### src/rtl/button_pkg.sv
// Shared constants for the button conditioner: one-hot channel states, default timing, width helper.
// Optional auto-repeat is enabled by defining AUTO_REPEAT_EN.
package button_pkg;

  typedef enum logic [4:0] {
    ST_INI  = 5'b00001,
    ST_W84  = 5'b00010,
    ST_SCEN = 5'b00100,
    ST_CCR  = 5'b01000,
    ST_WFCR = 5'b10000
  } state_e;

  localparam int unsigned DEF_NUM_BTNS        = 4;
  localparam int unsigned DEF_DEBOUNCE_CYCLES = 1000000;
  localparam int unsigned DEF_REPEAT_DELAY    = 50000000;
  localparam int unsigned DEF_REPEAT_PERIOD   = 10000000;

  // Bits needed to hold values 0..n-1, never less than one.
  function automatic int unsigned bits_for(input int unsigned n);
    return (n <= 2) ? 1 : $clog2(n);
  endfunction

endpackage

### src/rtl/debounce_fsm.sv
// Single button channel: 2-flop synchronizer, debounce FSM with registered level/pulse outputs.
// Define AUTO_REPEAT_EN to add held-button auto-repeat pulses.
module debounce_fsm
  import button_pkg::*;
#(
  parameter int unsigned DEBOUNCE_CYCLES = DEF_DEBOUNCE_CYCLES
`ifdef AUTO_REPEAT_EN
  ,
  parameter int unsigned REPEAT_DELAY  = DEF_REPEAT_DELAY,
  parameter int unsigned REPEAT_PERIOD = DEF_REPEAT_PERIOD
`endif
) (
  input  logic clk,
  input  logic reset,
  input  logic btn,
  output logic dpb,
  output logic scen
);

  localparam int unsigned CNT_W = bits_for(DEBOUNCE_CYCLES);
  localparam logic [CNT_W-1:0] CNT_LAST = CNT_W'(DEBOUNCE_CYCLES - 1);

  logic             s0_q, s1_q;
  state_e           state_q, state_d;
  logic [CNT_W-1:0] cnt_q, cnt_d;
  logic             dpb_q, dpb_d;
  logic             scen_q, scen_d;

`ifdef AUTO_REPEAT_EN
  localparam int unsigned RPT_MAX = (REPEAT_DELAY > REPEAT_PERIOD) ? REPEAT_DELAY : REPEAT_PERIOD;
  localparam int unsigned RPT_W   = bits_for(RPT_MAX + 1);
  localparam logic [RPT_W-1:0] RPT_FIRST = RPT_W'(REPEAT_DELAY);
  localparam logic [RPT_W-1:0] RPT_NEXT  = RPT_W'(REPEAT_PERIOD);

  logic [RPT_W-1:0] rpt_q, rpt_d, rpt_inc;
  logic             phase_q, phase_d;
`endif

  always_ff @(posedge clk) begin
    if (reset) begin
      s0_q    <= 1'b0;
      s1_q    <= 1'b0;
      state_q <= ST_INI;
      cnt_q   <= '0;
      dpb_q   <= 1'b0;
      scen_q  <= 1'b0;
    end else begin
      s0_q    <= btn;
      s1_q    <= s0_q;
      state_q <= state_d;
      cnt_q   <= cnt_d;
      dpb_q   <= dpb_d;
      scen_q  <= scen_d;
    end
  end

  always_comb begin
    state_d = state_q;
    cnt_d   = cnt_q;
    unique case (state_q)
      ST_INI: begin
        if (s1_q) begin
          state_d = ST_W84;
          cnt_d   = '0;
        end
      end
      ST_W84: begin
        if (!s1_q)                  state_d = ST_INI;
        else if (cnt_q == CNT_LAST) state_d = ST_SCEN;
        else                        cnt_d   = cnt_q + CNT_W'(1);
      end
      ST_SCEN: state_d = ST_CCR;
      ST_CCR: begin
        if (!s1_q) begin
          state_d = ST_WFCR;
          cnt_d   = '0;
        end
      end
      ST_WFCR: begin
        // A high sample here is release bounce, so the press is still held.
        if (s1_q)                   state_d = ST_CCR;
        else if (cnt_q == CNT_LAST) state_d = ST_INI;
        else                        cnt_d   = cnt_q + CNT_W'(1);
      end
      default: begin
        state_d = ST_INI;
        cnt_d   = '0;
      end
    endcase
  end

  // Outputs are decoded from the next state so they line up with state_q.
  always_comb begin
    dpb_d  = (state_d == ST_SCEN) || (state_d == ST_CCR) || (state_d == ST_WFCR);
    scen_d = (state_d == ST_SCEN);
`ifdef AUTO_REPEAT_EN
    rpt_d   = rpt_q;
    phase_d = phase_q;
    rpt_inc = rpt_q + RPT_W'(1);
    if (state_d == ST_SCEN) begin
      rpt_d   = '0;
      phase_d = 1'b0;
    end else if (state_d == ST_CCR) begin
      // First target is the initial delay, then the period; counter restarts at each pulse.
      if (rpt_inc == (phase_q ? RPT_NEXT : RPT_FIRST)) begin
        scen_d  = 1'b1;
        rpt_d   = '0;
        phase_d = 1'b1;
      end else begin
        rpt_d = rpt_inc;
      end
    end
`endif
  end

`ifdef AUTO_REPEAT_EN
  always_ff @(posedge clk) begin
    if (reset) begin
      rpt_q   <= '0;
      phase_q <= 1'b0;
    end else begin
      rpt_q   <= rpt_d;
      phase_q <= phase_d;
    end
  end
`endif

  assign dpb  = dpb_q;
  assign scen = scen_q;

endmodule

### src/rtl/button_conditioner.sv
// Debounces NUM_BTNS raw button pins into levels (DPBs) and press pulses (SCENs).
// Define AUTO_REPEAT_EN to add held-button auto-repeat pulses on SCENs.
module button_conditioner
  import button_pkg::*;
#(
  parameter int unsigned NUM_BTNS        = DEF_NUM_BTNS,
  parameter int unsigned DEBOUNCE_CYCLES = DEF_DEBOUNCE_CYCLES
`ifdef AUTO_REPEAT_EN
  ,
  parameter int unsigned REPEAT_DELAY  = DEF_REPEAT_DELAY,
  parameter int unsigned REPEAT_PERIOD = DEF_REPEAT_PERIOD
`endif
) (
  input  logic                clk,
  input  logic                reset,
  input  logic [NUM_BTNS-1:0] btn,
  output logic [NUM_BTNS-1:0] DPBs,
  output logic [NUM_BTNS-1:0] SCENs
);

  for (genvar gi = 0; gi < NUM_BTNS; gi++) begin : g_ch
    debounce_fsm #(
      .DEBOUNCE_CYCLES(DEBOUNCE_CYCLES)
`ifdef AUTO_REPEAT_EN
      ,
      .REPEAT_DELAY   (REPEAT_DELAY),
      .REPEAT_PERIOD  (REPEAT_PERIOD)
`endif
    ) u_ch (
      .clk  (clk),
      .reset(reset),
      .btn  (btn[gi]),
      .dpb  (DPBs[gi]),
      .scen (SCENs[gi])
    );
  end

endmodule

### config.mk
export PLATFORM = sky130hd
export DESIGN_NAME = button_conditioner
export DESIGN_NICKNAME = d
export VERILOG_FILES = /design/src/rtl/button_pkg.sv /design/src/rtl/debounce_fsm.sv /design/src/rtl/button_conditioner.sv
export SDC_FILE = /design/constraint.sdc
export NUM_CORES = 1
export LEC_CHECK = 0
export BUFFER_PORTS_ARGS = -buffer_cell sky130_fd_sc_hd__buf_2
export CORE_MARGIN = 4
export CORE_UTILIZATION = 25
export CTS_CLUSTER_DIAMETER = 60
export CTS_CLUSTER_SIZE = 12
export DETAILED_ROUTE_END_ITERATION = 7
export PLACE_DENSITY = 0.4
export SYNTH_ARGS = -nofsm -noshare
export SYNTH_HDL_FRONTEND = slang
export SYNTH_SLANG_ARGS = --single-unit
export TNS_END_PERCENT = 10
### constraint.sdc
create_clock -name clk -period 4.05 [get_ports clk]
set_input_delay 0.405 -clock clk [delete_from_list [all_inputs] [get_ports clk]]
set_output_delay 0.405 -clock clk [all_outputs]
set_load 0.02 [all_outputs]
==> results.toml, run 1 <==
[run_status]
status = "complete, no violations"

[power]
power_density_nw_per_um2 = 437.4
p_leak_uw = 0.002077
irDropWorstVdd_v = 0.0002327

[final_layout]
drive_gt1_frac = 0.1028
syn_to_final_growth_pct = 14.39
layout.nets = 756
final_area_um2 = 7351
n_antenna_cell = 0

[run]
max_cap_viol_count = 0

[sta]
skew_ns = 0.009399
maxSlewViolCount = 0
finalCriticalPeriod_ns = 2.542
setup_viol = 0
finalWorstSetupSlack_ns = 1.508
maxSlewHeadroom = 0.1413
whs_ns = 0.2014
tightest_slew_ns = 1.288
fmax_mhz = 393.4
rsz0062_at_grt = "false"
fin_crit_sh = 0.6277
setup_tns_ns = 0
finalHoldViolCount = 0

[drt]
vias = 5824
ant_nets = 0
highest_layer = "met4"
drc = 0
viasPerCell = 5.348
first_pass_iters = 4
avgRoutedWirePerCell_um = 14.51
wl_met3_um = 411
drt-initial-drc-count = 310
drt-met1-wl_mm = 7.928
finalWirelength_mm = 15.80
met2_length_mm = 7.201

[cts]
root_buffer = "clkbuf_16"
htreeDepth = 4
clock_latency_ns = 0.42
clkTransAtPathRegs_ns = 0.06
numCtsBuffers = 17
cts.path.max_buffers = 2
cts_sinks = 116
tritoncts = "yes"
hold_buffers = 0
postCtsSetupBuffers = 0
cts_resized = 0

[floorplanning]
core_um2 = 25250
ios = 14
die_x_um = 168.3
start_util = 0.2545
num_rows = 58
fp.dieH_um = 168.3
dieArea_um2 = 28330

[worst_setup_path]
crit_type = "flop to flop"
crit_arrival_ns = 2.88
worst-path-max-fanout = 37
critical_path_required_ns = 4.39
end_kind = "flop"
crit_path_start_kind = "flop"

[logic_synthesis]
yosysTopAreaCellShare = 0.3614
synth_fa_ha_area_frac = 0.007788
syn_nets = 784
synth_cell_types = 67
ys.flop_type = "dfxtp_1"
synth-compound-area-share = 0.2013
synth_top_family_by_area = "simple AND/OR/NAND/NOR gates"
synth_top_area_cell = "dfxtp_1"
yosys_warnings = 0
synth_mux_area_frac = 0.004673
synthesis.area_um2 = 6426
async_reset_ff_frac = 0
synth-simple-area-share = 0.3520
ys_seq_elements = 116
synth-xor-area-share = 0.01227
synthCells = 774
synth.area.top_cells = "dfxtp_1, o31ai_1, or4_1, a21oi_1, nand3_1"
syn_area_per_cell_um2 = 8.303
yosysSeqAreaShare = 0.3614
synth_edf_count = 0

[placed_design]
gp_congestion = 0.7784
preCtsSetupSlack_ns = 1.499
place.port_buffers = 13
dp.final_hpwl_mm = 10.23
postPlaceCellArea_um2 = 6646

[global_route]
grt_first_pass_wirelength_mm = 26.85
grt_max_degree = 42
antenna_found_initial = 0
first_global_vias = 5540
track_usage = 0.1135
gr-total-overflow = 0

[worst_hold_path]
hold_path.class = "input port to flop"
## synth_stat cells (all sizes together) (8+ instances only)
| library cell | number |
|---|---|
| nor3 | 22 |
| buf | 40 |
| nand3 | 39 |
| xnor2 | 8 |
| or3 | 26 |
| o21ai | 28 |
| nand2b | 13 |
| nand4 | 31 |
| and4 | 8 |
| nor4 | 21 |
| dfxtp | 116 |
| or4 | 60 |
| nor2 | 24 |
| nand2 | 37 |
| clkbuf | 27 |
| a21oi | 83 |
| inv | 10 |
| and3 | 12 |
| nor2b | 16 |
| nor4bb | 9 |
| o31ai | 61 |
## metal layers
layer  vias up  global-route usage
met1      2782              0.1491
met3        23             0.02865
li1       2961                   -
met2        58              0.1806
met4         0             0.04093
met5         -                   0
## worst max-delay path, stage by stage, from the launching register on
cell and delay, ns:
dfxtp_1 0.48, nor4bb_1 0.32, nor3_1 0.15, o31ai_4 1.03
buf_4 0.26, o21ai_1 0.07, a21oi_1 0.14
## logic make-up (layout without fill, tap and decap cells)
group	after synthesis	count (layout)
multiplexers	3	3
XOR/XNOR	9	9
flip-flops	116	116
adder cells (fa/ha/maj)	4	4
buffers and inverters	77	62
AND/OR/NAND/NOR	359	359
AO/OA/AOI/OAI	206	206
## sequential cells by signal, summed over array words and instances (netlist names)
name / count
g_ch.u_ch.dpb: 4
g_ch.u_ch.s1_q: 4
g_ch.u_ch.scen: 4
g_ch.u_ch.state_q: 20
g_ch.u_ch.s0_q: 4
g_ch.u_ch.cnt_q: 80
## final cells by class
class / instances / area (µm²)
inverters: 10 / 37.54
fillers: 2678 / 17900
clock buffers: 19 / 452.9
repair buffers: 20 / 117.6
multi-input cells: 581 / 3756
well taps: 330 / 412.9
clock inverters: 13 / 251.5
flip-flops and latches: 116 / 2322
## placed cells by master, fill, tap and decap left out, drive strengths merged, types with 20 or more instances in the layout
cell and count:
or4 60, nand3 39, nor4 21, o21ai 28, buf 20, nor2 24
nand2 37, o31ai 61, nor3 22, a21oi 83, dfxtp 116, or3 26
nand4 31
## per-stage QoR
step,power (µW),util,instances
after CTS,3271,0.2911,1089
after detailed placement,1422,0.2632,1057
final,3215,0.2911,1089
after floorplan,1372,-,774
after global placement,1416,0.2632,1057
after global routing,3341,0.2911,1089
## power breakdown
group          internal (µW)  switching [µW]  total, µW
Clock                   1250             571       1820
Sequential              1160            25.7       1190
Combinational           66.7             143        210
## path summary, 6_finish.rpt
kind                      startpoint               endpoint  slack [ns]  cells past startpoint
min                           btn[2]      g_ch[2].u_ch.s0_q        0.20                      2
max reg2reg  g_ch[2].u_ch.state_q[4]  g_ch[2].u_ch.cnt_q[1]        1.51                      6
max          g_ch[2].u_ch.state_q[4]  g_ch[2].u_ch.cnt_q[1]        1.51                      6
min reg2reg        g_ch[0].u_ch.s0_q      g_ch[0].u_ch.s1_q        0.44                      1
Power figures use the tool's default switching activity.
==> run 2, diff against run 1 <==
Settings changed: ABC_AREA from default to 1, PLACE_DENSITY 0.4 to 0.41.
Clock period 4.05 ns to 2.1 ns, I/O delays scaled along.
==> run 2 against run 1 <==
Largest power group unchanged. Clock skew rose by 0.0034 ns. Fmax rose by 40%. Critical endpoint unchanged. Worst hold slack got worse by 0.18 ns. Sequential power rose by 91%. Synthesized cell count rose by 45%. Final area rose by 13%. Cell count rose by 41%. Register-to-register slack got worse by 1.2 ns. Sequential cell count did not move. Synthesized area rose by 12%.
==> results.toml, run 2 <==
[floorplanning]
die_x_um = 177.6
fp.dieH_um = 177.6
dieArea_um2 = 31520
core_um2 = 28090
start_util = 0.2559
ios = 14
num_rows = 61

[logic_synthesis]
synth_cell_types = 34
syn_area_per_cell_um2 = 6.383
synth.most_common_cell = "nand2_1"
synthCells = 1126
synth.area.top_cells = "dfxtp_1, nand2_1, nor2_1, xor2_1, a21oi_1"
synth_edf_count = 0
yosys_warnings = 0
yosysTopAreaCellShare = 0.3231
yosys-top-cells-count = "nand2_1, nor2_1, dfxtp_1, inv_1, a21oi_1"
synthesis.area_um2 = 7187
synth_top_area_cell = "dfxtp_1"
ys.flop_type = "dfxtp_1"
yosysSeqAreaShare = 0.3231
ys_seq_elements = 116
syn_nets = 1136
async_reset_ff_frac = 0

[sta]
maxSlewViolCount = 0
setup_tns_ns = 0
finalHoldViolCount = 0
rsz0062_at_grt = "false"
setup_viol = 0
tightest_slew_ns = 0.5368
fin_crit_sh = 0.8660
finalCriticalPeriod_ns = 1.819
fmax_mhz = 549.9
maxSlewHeadroom = 0.6421
skew_ns = 0.01279

[drt]
viasPerCell = 4.394
avgRoutedWirePerCell_um = 12.00
drc = 0
first_pass_iters = 5
finalWirelength_mm = 18.47
drt-initial-drc-count = 323
ant_nets = 0
vias = 6762

[worst_setup_path]
crit_path_start_kind = "flop"
crit_type = "flop to flop"
critical_path_required_ns = 2.41
crit_path_cell_trace = "ha_1, inv_1, nor2_4, inv_2, nor2_4, nand3_4, nand2_8, buf_4, nand2_1, o21ai_0, nor2_1"
crit_arrival_ns = 2.12
crit_top_cell = "nor2_4"
end_kind = "flop"
worst-path-max-fanout = 14
cp_slowest_cell = "dfxtp_1"
max_stage_delay_ns = 0.42

[placed_design]
gp_congestion = 0.8136
place.port_buffers = 13
dp.final_hpwl_mm = 13.70

[global_route]
antenna_found_initial = 0
first_global_vias = 6601
gr-total-overflow = 0
grt_max_degree = 46
grt_first_pass_wirelength_mm = 32.06
track_usage = 0.1235

[power]
p_seq_frac = 0.394
irDropWorstVdd_v = 0.0003386
intPower_uw = 4407
clkPwrFrac = 0.541
combPwrFrac = 0.065
p_switching_uw = 1355
p_leak_uw = 0.002863
swShare = 0.2352
power_density_nw_per_um2 = 692.0

[final_layout]
drive_gt1_frac = 0.1059
postLayoutCoreUtil = 0.2965
final_cell_mix = "nand2_1, nor2_1, dfxtp_1, inv_1, a21oi_1"
seqCellArea_um2 = 2322
nFillCells = 3253
final_common_cell = "nand2_1"
n_antenna_cell = 0
multi_input_area_um2 = 4242
reg.largest.list = "g_ch.u_ch.cnt_q: 80 flops, g_ch.u_ch.state_q: 20 flops"
regMostFlops = "g_ch.u_ch.cnt_q"
syn_to_final_growth_pct = 15.86
largest_reg_flops = 80
layout.nets = 1160

[worst_hold_path]
hold_path.class = "input port to flop"

[cts]
htreeDepth = 4
cts_sinks = 116
root_buffer = "clkbuf_16"
clock_latency_ns = 0.42
tritoncts = "yes"
cts.path.max_buffers = 2
numCtsBuffers = 17
clkTransAtPathRegs_ns = 0.05

[run_status]
status = "complete, no violations"

[run]
max_cap_viol_count = 0
run 2: kinds of logic (layout without fill, tap and decap cells):
family / Yosys count / after routing / share of synthesized area
and+or+nand+nor: 713 / 713 / 0.4375
adders and majority gates: 4 / 4 / 0.006964
DFF: 116 / 116 / 0.3231
xor gates and xnor gates: 61 / 61 / 0.07434
AOI/OAI and AO/OA: 95 / 95 / 0.06894
buffers and inverters: 137 / 172 / 0.08914
run 2: layout make-up:
type	count	area share
Clock buffer	21	0.05650
Clock inverter	9	0.01833
Inverter	101	0.04583
Multi-Input combinational cell	873	0.5094
Sequential cell	116	0.2789
Tap cell	378	0.05680
Timing Repair Buffer	41	0.03426
run 2: critical path: cells and delay by family (launching register included):
family,cells,cell delay [ns]
adders and majority gates,1,0.21
and+or+nand+nor,6,0.69
DFF,1,0.42
buffers and inverters,3,0.32
AOI/OAI and AO/OA,1,0.07
run 2: routing by layer:
layer  wire (µm)  global-route usage
met4         255             0.03738
met3         435             0.02237
met5           0                   0
met1        9525              0.1678
met2        8252              0.1996
run 2: path summary, 6_finish.rpt:
check | to | from | slack, ns | cells after the start
min reg2reg | g_ch[1].u_ch.s1_q | g_ch[1].u_ch.s0_q | 0.40 | 2
max | g_ch[2].u_ch.cnt_q[1] | g_ch[2].u_ch.cnt_q[0] | 0.28 | 11
max reg2reg | g_ch[2].u_ch.cnt_q[1] | g_ch[2].u_ch.cnt_q[0] | 0.28 | 11
min | g_ch[0].u_ch.s0_q | btn[0] | 0.02 | 3
run 2: through the flow:
step | hold WS [ns] | total power, µW | std cells | setup WS (ns) | area (µm²)
detailed placement | 0.3956 | 2686 | 1506 | 0.1930 | 7655
global route | 0.02467 | 6009 | 1539 | 0.03388 | 8327
global placement | 0.3954 | 2688 | 1506 | 0.2226 | 7655
CTS | 0.01393 | 5859 | 1539 | 0.1749 | 8308
finish | 0.02465 | 5762 | 1539 | 0.2814 | 8327
floorplan | 0.3170 | 2611 | 1126 | 0.4239 | 7187
run 2: power groups by stage:
| stage | Sequential [µW] | Clock [µW] | Combinational [µW] |
|---|---|---|---|
| after floorplan | 2310 | 0 | 299 |
| after global placement | 2320 | 0 | 373 |
| after detailed placement | 2310 | 0 | 371 |
| after CTS | 2270 | 3220 | 376 |
| after global routing | 2270 | 3310 | 428 |
| final | 2270 | 3120 | 375 |
run 2: what timing repair did:
action,in CTS,in global routing
hold endpoints to repair,3,0
hold buffers,3,0
gates resized for setup,0,3
buffers inserted,0,0
endpoints found under the setup margin,0,12
==> run 3, diff against run 2 <==
Settings changed: CORE_MARGIN 4 to default.
==> run 3 against run 2 <==
Critical endpoint is now g_ch[2].u_ch.cnt_q[16]. Non-clock buffer count down 1. Worst hold slack gained 0.0020 ns. Clock skew shrank 0.0039 ns. Critical path type unchanged. Highest routed layer unchanged.
==> results.toml, run 3 (synthesis results as in run 2) <==
[worst_setup_path]
critical_path_required_ns = 2.44
end_kind = "flop"
worst-path-max-fanout = 15
r2r_start = "g_ch[2].u_ch.cnt_q[1]"
crit_type = "flop to flop"
startpoint = "g_ch[2].u_ch.cnt_q[1]"
timing.rr.end = "g_ch[2].u_ch.cnt_q[16]"
r2r_cells = 10
crit_arrival_ns = 2.19
ff2ff_setup_slack_ns = 0.26
crit_path_start_kind = "flop"

[drt]
ant_nets = 0
first_pass_iters = 5
finalWirelength_mm = 18.77
avgRoutedWirePerCell_um = 12.20
drt-initial-drc-count = 326
drc = 0
viasPerCell = 4.396
vias = 6765

[cts]
clock_latency_ns = 0.42
numCtsBuffers = 17
htreeDepth = 4
postCtsSetupBuffers = 0
cts.path.max_buffers = 2
clkTransAtPathRegs_ns = 0.06
tritoncts = "yes"
root_buffer = "clkbuf_16"
cts_sinks = 116

[worst_hold_path]
hold_path.class = "input port to flop"
worstHoldStart = "btn[3]"
worst_hold_path.endpoint = "g_ch[3].u_ch.s0_q"
whs_path_depth = 3

[power]
irDropWorstVdd_v = 0.0004093
p_switching_uw = 1363
combPwrFrac = 0.067
intPower_uw = 4258
p_leak_uw = 0.002853
swShare = 0.2425
p_seq_frac = 0.403
power_density_nw_per_um2 = 678.8
clkPwrFrac = 0.530

[run]
max_cap_viol_count = 0

[global_route]
first_global_vias = 6546
grt_max_degree = 94
gr-total-overflow = 0
grt_first_pass_wirelength_mm = 32.00
antenna_found_initial = 0
track_usage = 0.1368

[sta]
skew_ns = 0.008853
setup_tns_ns = 0
finalHoldViolCount = 0
tightest_slew_ns = 0.6113
fmax_mhz = 542.7
finalCriticalPeriod_ns = 1.843
rsz0062_at_grt = "false"
fin_crit_sh = 0.8774
maxSlewViolCount = 0
maxSlewHeadroom = 0.5920
setup_viol = 0

[final_layout]
largest_reg_flops = 80
final_common_cell = "nand2_1"
final_cell_mix = "nand2_1, nor2_1, dfxtp_1, inv_1, a21oi_1"
nFillCells = 3165
regMostFlops = "g_ch.u_ch.cnt_q"
drive_gt1_frac = 0.1059
layout.nets = 1159
reg.largest.list = "g_ch.u_ch.cnt_q: 80 flops, g_ch.u_ch.state_q: 20 flops"
syn_to_final_growth_pct = 15.22
n_antenna_cell = 0
final_area_um2 = 8280

[placed_design]
dp.final_hpwl_mm = 13.64
gp_congestion = 0.8410
postPlaceCellArea_um2 = 7667
place.port_buffers = 13

[floorplanning]
start_util = 0.2566
fp.dieH_um = 171.6
ios = 14
core_um2 = 28010
dieArea_um2 = 29430
die_x_um = 171.6
num_rows = 61

[run_status]
status = "complete, no violations"
-- run 3: cell types whose count changed in the layout (fill, tap and decap cells not counted), moves of 2 or more --
cell and change:
nand2_8 -2, clkinvlp_4 -2, clkinv_2 +3, nand2_4 +2
-- run 3: per-stage QoR --
| step | instances | total power, µW | util | hold slack (ns) | setup slack, ns |
|---|---|---|---|---|---|
| after floorplan | 1126 | 2611 | - | 0.3170 | 0.4239 |
| after global placement | 1506 | 2697 | 0.2737 | 0.4044 | 0.2570 |
| after detailed placement | 1506 | 2697 | 0.2737 | 0.3972 | 0.1936 |
| after CTS | 1539 | 5725 | 0.2956 | 0.02032 | 0.1850 |
| after global routing | 1539 | 5862 | 0.2956 | 0.03527 | 0.01487 |
| final | 1539 | 5621 | 0.2956 | 0.02663 | 0.2574 |
-- run 3: final cells by class --
class / instances / area, µm² / share of cell area
clock inverter: 10 / 131.4 / 0.01587
clock buffer: 21 / 460.4 / 0.05561
timing repair buffer: 40 / 287.8 / 0.03475
inverter: 101 / 381.6 / 0.04609
tap: 378 / 473.0 / 0.05712
sequential: 116 / 2322 / 0.2804
multi-input combinational: 873 / 4224 / 0.5101
-- run 3: what timing repair did --
action	4_1_cts	5_1_grt
setup endpoints to repair	0	4
hold buffers	2	0
resized for setup	0	1
hold endpoints to repair	2	0
-- run 3: worst max-delay path by stage --
| stage | cells past startpoint | to |
|---|---|---|
| 2_1_floorplan | 11 | g_ch[3].u_ch.cnt_q[17] |
| 3_3_place_gp | 10 | g_ch[2].u_ch.cnt_q[11] |
| 3_5_place_dp | 10 | g_ch[2].u_ch.cnt_q[11] |
| 4_1_cts | 10 | g_ch[2].u_ch.cnt_q[11] |
| 5_1_grt | 10 | g_ch[2].u_ch.cnt_q[10] |
| 6_report | 10 | g_ch[2].u_ch.cnt_q[16] |
-- run 3: per-layer routing --
layer,up-vias,wire [µm],track usage
li1,3615,-,-
met3,15,519,0.02991
met5,-,0,0
met2,79,8577,0.2236
met4,0,212,0.04076
met1,3056,9464,0.1787
-- run 3: critical path, stage by stage (launching register included) --
cell	delay, ns
dfxtp_1	0.37
ha_1	0.24
inv_1	0.09
nor2_4	0.16
inv_2	0.07
nor2_4	0.14
nand3_4	0.12
nand2_4	0.20
buf_4	0.20
nand2_1	0.06
a21oi_1	0.13
-- run 3: power groups by stage --
stage / clock network (µW) / registers [µW] / logic (µW)
after floorplan: 0 / 2310 / 299
after global placement: 0 / 2310 / 383
after detailed placement: 0 / 2310 / 383
after CTS: 3070 / 2270 / 387
after global routing: 3160 / 2270 / 430
final: 2980 / 2270 / 378
